===== src/rtl/pipe_stage_chain.sv =====
// pipe_stage_chain: a linear chain of DEPTH valid/data stages with
// load-use stall (hold young stages and insert a bubble), flush (kill the
// youngest stages), and output back-pressure (freeze the whole chain).
// Exactly one mode applies per cycle: freeze > flush > stall > advance.
module pipe_stage_chain #(
  parameter int WIDTH       = 32,
  parameter int DEPTH       = 5,
  parameter int STALL_STAGE = 1,
  parameter int FLUSH_DEPTH = 2
) (
  input  logic                         clk,
  input  logic                         reset,
  input  logic                         in_valid,
  input  logic [WIDTH-1:0]             in_data,
  output logic                         in_ready,
  input  logic                         stall_req,
  input  logic                         flush_req,
  output logic                         out_valid,
  output logic [WIDTH-1:0]             out_data,
  input  logic                         out_ready,
  output logic [DEPTH-1:0]             stage_valid,
  output logic [$clog2(DEPTH+1)-1:0]   occupancy,
  output logic [15:0]                  stall_cycles
);

  localparam int OCC_W = $clog2(DEPTH+1);

  typedef enum logic [1:0] {
    MODE_ADVANCE,
    MODE_STALL,
    MODE_FLUSH,
    MODE_FREEZE
  } mode_e;

  logic [DEPTH-1:0] valid_q, valid_d;
  logic [WIDTH-1:0] data_q [DEPTH];
  logic [WIDTH-1:0] data_d [DEPTH];
  logic [15:0]      stall_cnt_q, stall_cnt_d;
  logic [OCC_W-1:0] occ;
  logic             freeze;
  mode_e            mode;

  // A valid item at the output end that the consumer refuses stops everything;
  // an empty output stage never blocks.
  assign freeze = valid_q[DEPTH-1] & ~out_ready;

  // Priority select of the single mode that applies this cycle.
  always_comb begin
    if (freeze)         mode = MODE_FREEZE;
    else if (flush_req) mode = MODE_FLUSH;
    else if (stall_req) mode = MODE_STALL;
    else                mode = MODE_ADVANCE;
  end

  // Next-state of every stage for the selected mode; invalid stages carry 0.
  always_comb begin
    // NOTE: every stage defaults to "hold" before the case, so no branch can
    // leave a signal unassigned and infer a latch.
    valid_d = valid_q;
    for (int i = 0; i < DEPTH; i++) data_d[i] = data_q[i];

    unique case (mode)
      MODE_FREEZE: begin
        if (flush_req) begin
          for (int i = 0; i < FLUSH_DEPTH; i++) begin
            valid_d[i] = 1'b0;
            data_d[i]  = '0;
          end
        end
      end
      MODE_FLUSH: begin
        for (int i = 1; i < DEPTH; i++) begin
          if (i >= FLUSH_DEPTH) begin
            valid_d[i] = valid_q[i-1];
            data_d[i]  = data_q[i-1];
          end
        end
        for (int i = 0; i < FLUSH_DEPTH; i++) begin
          valid_d[i] = 1'b0;
          data_d[i]  = '0;
        end
      end
      MODE_STALL: begin
        // Stages 0..STALL_STAGE keep their defaults (hold).
        for (int i = 1; i < DEPTH; i++) begin
          if (i == STALL_STAGE + 1) begin
            valid_d[i] = 1'b0;
            data_d[i]  = '0;
          end else if (i > STALL_STAGE + 1) begin
            valid_d[i] = valid_q[i-1];
            data_d[i]  = data_q[i-1];
          end
        end
      end
      default: begin
        for (int i = 1; i < DEPTH; i++) begin
          valid_d[i] = valid_q[i-1];
          data_d[i]  = data_q[i-1];
        end
        valid_d[0] = in_valid;
        data_d[0]  = in_valid ? in_data : '0;
      end
    endcase
  end

  // Saturating count of cycles in which stall mode was actually applied.
  always_comb begin
    stall_cnt_d = stall_cnt_q;
    if (mode == MODE_STALL && stall_cnt_q != 16'hFFFF) begin
      stall_cnt_d = stall_cnt_q + 16'd1;
    end
  end

  // Stage and counter registers with asynchronous clear.
  always_ff @(posedge clk or negedge reset) begin
    if (!reset) begin
      valid_q     <= '0;
      stall_cnt_q <= '0;
      // NOTE: the data registers are cleared on reset too, because an invalid
      // stage must read back as 0 and out_data must be 0 straight after reset.
      for (int i = 0; i < DEPTH; i++) data_q[i] <= '0;
    end else begin
      // NOTE: non-blocking assignments so every stage samples the pre-edge
      // value of its neighbour, regardless of statement order.
      valid_q     <= valid_d;
      stall_cnt_q <= stall_cnt_d;
      for (int i = 0; i < DEPTH; i++) data_q[i] <= data_d[i];
    end
  end

  // Population count of the valid bits.
  always_comb begin
    occ = '0;
    for (int i = 0; i < DEPTH; i++) occ = occ + OCC_W'(valid_q[i]);
  end

  assign in_ready     = ~freeze & ~flush_req & ~stall_req;
  assign out_valid    = valid_q[DEPTH-1];
  assign out_data     = data_q[DEPTH-1];
  assign stage_valid  = valid_q;
  assign occupancy    = occ;
  assign stall_cycles = stall_cnt_q;

endmodule


===== config.mk =====
export PLATFORM = sky130hd
export DESIGN_NAME = pipe_stage_chain
export DESIGN_NICKNAME = d
export VERILOG_FILES = /design/src/rtl/pipe_stage_chain.sv
export SDC_FILE = /design/constraint.sdc
export NUM_CORES = 1
export LEC_CHECK = 0
export CAP_MARGIN = 20
export CORE_UTILIZATION = 54
export DETAILED_ROUTE_END_ITERATION = 16
export PLACE_DENSITY = 0.79
export SETUP_SLACK_MARGIN = 0.5
export SYNTH_ARGS = -nofsm -noshare
export SYNTH_HDL_FRONTEND = slang
export SYNTH_SLANG_ARGS = --single-unit

===== constraint.sdc =====
create_clock -name clk -period 2 [get_ports clk]
set_input_delay 0.2 -clock clk [delete_from_list [all_inputs] [get_ports clk]]
set_output_delay 0.2 -clock clk [all_outputs]
set_load 0.02 [all_outputs]

Word level (Yosys, flattened, before mapping)
Index checks and enable logic that the tools add are counted.
- memories kept: 0
- memory bits (writable): 0
- output and inout bits: 58
- register bits after elaboration: 181
- bits in read-only memories: 0
- bits in latches: 0
- multiply operators: 0
- shift operators: 0
- bitwise gates (word level): 8
- mux-type cells: 10
- equality and inequality tests: 5
- $add $sub $neg: 5
- reductions and logical operators: 2
- divide/modulo/power cells: 0
- $lt $le $gt $ge: 0
- operators with widths (cell ; count):
    64-bit case mux with 3 select lines ; 1
    96-bit case mux with 2 select lines ; 1
    64-bit two-way mux ; 1
    32-bit two-way mux ; 1
    16-bit by 1-bit adder with 16-bit output, second input constant ; 1
    16-bit inequality test, second input constant ; 1
    3-bit by 1-bit adder with 3-bit output ; 2
    2-bit two-way mux ; 3
    2-bit case mux with 3 select lines ; 1
    3-bit case mux with 2 select lines ; 1
    1-bit inverter ; 5
    2-bit equality test, second input constant ; 2
    2-bit by 1-bit adder with 3-bit output ; 1
    1-bit AND ; 3
    1-bit by 1-bit adder with 2-bit output ; 1
    2-bit by 1-bit equality test with 1-bit output, second input constant ; 1
    2-bit inequality test, second input constant ; 1
    2-bit AND reduction ; 1
    1-bit logical AND ; 1
    1-bit two-way mux ; 1

Depth between registers and ports, before layout
- word-level depth: 6
- gate-level depth with buffers: 7
- gate-level depth less buffers: 5

Worst setup path after synthesis
No wires, ideal clock.
- kind: flip-flop to output port
- start point: reg valid_q[0], in the netlist stage_valid[0]
- end point: out occupancy[1]
- stages on the path, launching flop included: 4
- slack: 76 ps
- path buffers: 0
- required time: 1800 ps
- data arrival time: 1724 ps
- cells stage by stage: dfrtp_1 -> fa_1 -> fa_1 -> ha_1
- word-level cells in the longest chain between the ends: 4
- RTL lines (element ; RTL line ; text):
    start, declared ; 35 ; logic [DEPTH-1:0] valid_q, valid_d;
    start signal, assigned ; 125 ; valid_q <= valid_d;
    1-bit by 1-bit adder with 2-bit output ; 134 ; for (int i = 0; i < DEPTH; i++) occ = occ + OCC_W'(valid_q[i]);
    2-bit by 1-bit adder with 3-bit output ; 134 ;
    3-bit by 1-bit adder with 3-bit output (2 in a row) ; 134 ;
    end, declared ; 22 ; output logic [$clog2(DEPTH+1)-1:0] occupancy,
Every way passes these cells.

Final worst setup path
- start point: reg valid_q[3], in the netlist stage_valid[3]
- end point: out occupancy[1]
- word-level cells in the longest chain between the ends: 2
- RTL lines (element ; RTL line):
    3-bit by 1-bit adder with 3-bit output (2 in a row) ; 134
Every way passes these cells.

==> metrics.txt <==
routed via count=4893; vias in the first global route=4750; leakage=4.76 nW; setup ws final=-262 ps; Tcrit/Tclk final=1.13; RSZ-0062 raised after global routing=true; max-cap violations=0; clk buf depth=2; CP max stage delay=500 ps; Synthesis Warnings=0; Area Overhead vs Synth=29.3%; TritonRoute pass-1 iters=5; Flop pwr share=0.504; share of cells above drive strength 1=0.177; Synth cell types=31; nets@finish=745; crit path DAT=2060 ps; Site Rows=41; WP data required=1800 ps; Final setup viols=3; CP Cell Sequence=fa_1 -> fa_2 -> ha_4 -> buf_6; DIE WIDTH=116 µm; Num CTS Buffers=17; initial DRC count=375; die area=13600 µm²; DRC viols=0; outcome=complete, but fails checks; sequential share of the synthesized area=0.640; aggregate global-route resource usage=0.238; CORE AREA=12700 µm²; Mapped Cells=612; vias per std cell=5.51; fraction of registers with async set/reset=1.00; synth top area cells=dfrtp_1 64%, a22o_1 12%, nand2_1 11%; Worst Setup Start Kind=flip-flop; Critical Path Start=stage_valid[3]; H-tree depth=4; Period minus WS final=2260 ps; DP HPWL=8790 µm; total wire length=16200 µm; Int Pwr=5.92 mW; Post-synth EDFFs=0; Worst slew margin=0.652; DRT antenna net count=0; CTS tree=yes; Non-Filler Instances=888; root buffer cell=clkbuf_16; Hold WC Path Type=input pin to async pin; IO Pins=96; #FFs+latches synth=181; synth cell count leaders=200 x nand2_1, 181 x dfrtp_1, 98 x a22o_1; slowest CP cell=fa_1; Synth top area share=0.640; CTS Sinks=181; VDD IR-drop max=0.716 mV; pwr/cell area=870 nW/µm²; final slew viol count=0; FMAX=0.442 GHz; failing checks=setup timing; initial cell density of the core=0.558; ys flop type=dfrtp_1; sw frac=0.257; Least-Margin Pin Slew=521 ps; clock-pin slew on the worst setup and hold paths=60 ps; synthesized area=7070 µm²; Crit. End Element=output port; initial antenna violation count=0; top-count cell post-synth=nand2_1; leading area contributor after synthesis=dfrtp_1; Routed wire per std cell=18.3 µm; worst-path maximum fanout=2; routability cong.=0.821; Hold Worst Slack=337 ps; Worst Path Class, Setup=flip-flop to output port; clock skew=7.99 ps; Comb pwr share=0.129; r2r startpoint=stall_cycles[8]; Setup TNS Final=-609 ps; largest net degree at the start of global routing=98; I/O Buffers=95; first-pass GRT wire length=24200 µm; antenna cell count=0; syn_nets=654; switching power=2.04 mW; Fin. Hold Viols=0; Clk Latency, worst-skew pair=420 ps; Placed Cells=826; GRT Residual Overflow=0; Overall Power=7.96 mW; Avg Inst Size Synth=11.6 µm²; Clk pwr share=0.367; Die Ht=116 µm
registers in the layout, summed over array words and instances (netlist names):
| signal | cells |
|---|---|
| data_q | 128 |
| stage_valid | 5 |
| stall_cycles | 16 |
| out_data | 32 |
worst max-delay path, delay by kind of cell, from the launching register on:
kind                       cells  cell delay, ps
buffers and inverters          1             100
adders and majority gates      3            1140
DFF                            1             410
kinds of logic after synthesis:
family	synth area share
muxes	0.00212
buffers and inverters	0.0592
adders and majority gates	0.00920
AOI/OAI and AO/OA	0.122
DFF	0.640
xor gates and xnor gates	0.0186
and+or+nand+nor	0.148
per-stage QoR:
stage	utilization	cell area (µm²)	worst slack (ps)
finish	0.722	9150	-262
global route	0.722	9150	-314
CTS	0.696	8820	-282
detailed placement	0.644	8160	-310
global placement	0.644	8160	-288
floorplan	-	7210	206
cell type report:
class / count / area [µm²]
flip-flops and latches: 181 / 4550
fillers: 841 / 3530
multi-input cells: 360 / 2390
repair buffers: 143 / 1490
clock buffers: 28 / 477
well taps: 172 / 215
clock inverters: 4 / 25.0
power by group through the flow:
stage          clock [mW]  combinational, mW  sequential, mW
5_1_grt              3.11               1.09            4.03
3_3_place_gp            0              0.853            4.06
2_1_floorplan           0              0.372            4.13
4_1_cts              2.95              0.887            4.00
6_report             2.92               1.02            4.01
3_5_place_dp            0              0.885            4.07
final timing paths:
path / to / slack (ps) / cells after the start
setup / recovery: occupancy[1] / -260 / 4
hold / removal: out_data[29] / 340 / 2
setup reg to reg: stall_cycles[4] / 350 / 7
hold reg to reg: out_data[10] / 460 / 2
max in group asynchronous: stall_cycles[0] / 980 / 3
min in group clk: data_q[137] / 370 / 2
per-layer routing:
layer / routed length, µm / share of wire / vias to the layer above / track usage
met5: 0 / 0 / - / 0
met2: 8310 / 0.51 / 149 / 0.386
met4: 287 / 0.018 / 0 / 0.0983
met3: 795 / 0.049 / 23 / 0.0498
li1: - / - / 2234 / -
met1: 6840 / 0.42 / 2487 / 0.314
timing repair:
action,in CTS,in global routing
gates resized for setup,106,32
buffers inserted,4,19
setup endpoints to repair,135,124
pin swaps,4,55
cloned,2,4
endpoints found under the hold margin,58,0
hold buffers,1,0
cell usage in the layout (no fill, tap or decap), types with 3 or more instances in the layout:
master and instances:
a22o_1 98, buf_12 8, buf_4 25, buf_6 10, buf_8 3, clkbuf_1 10
clkbuf_16 20, clkdlybuf4s15_1 6, clkdlybuf4s50_1 36, dfrtp_1 165, dfrtp_2 16, dlygate4sd2_1 46
nand2_1 200, nand3_1 3, nor2_4 3, nor3_4 5, nor4_4 6, xor2_1 15
Power figures use the tool's default switching activity.
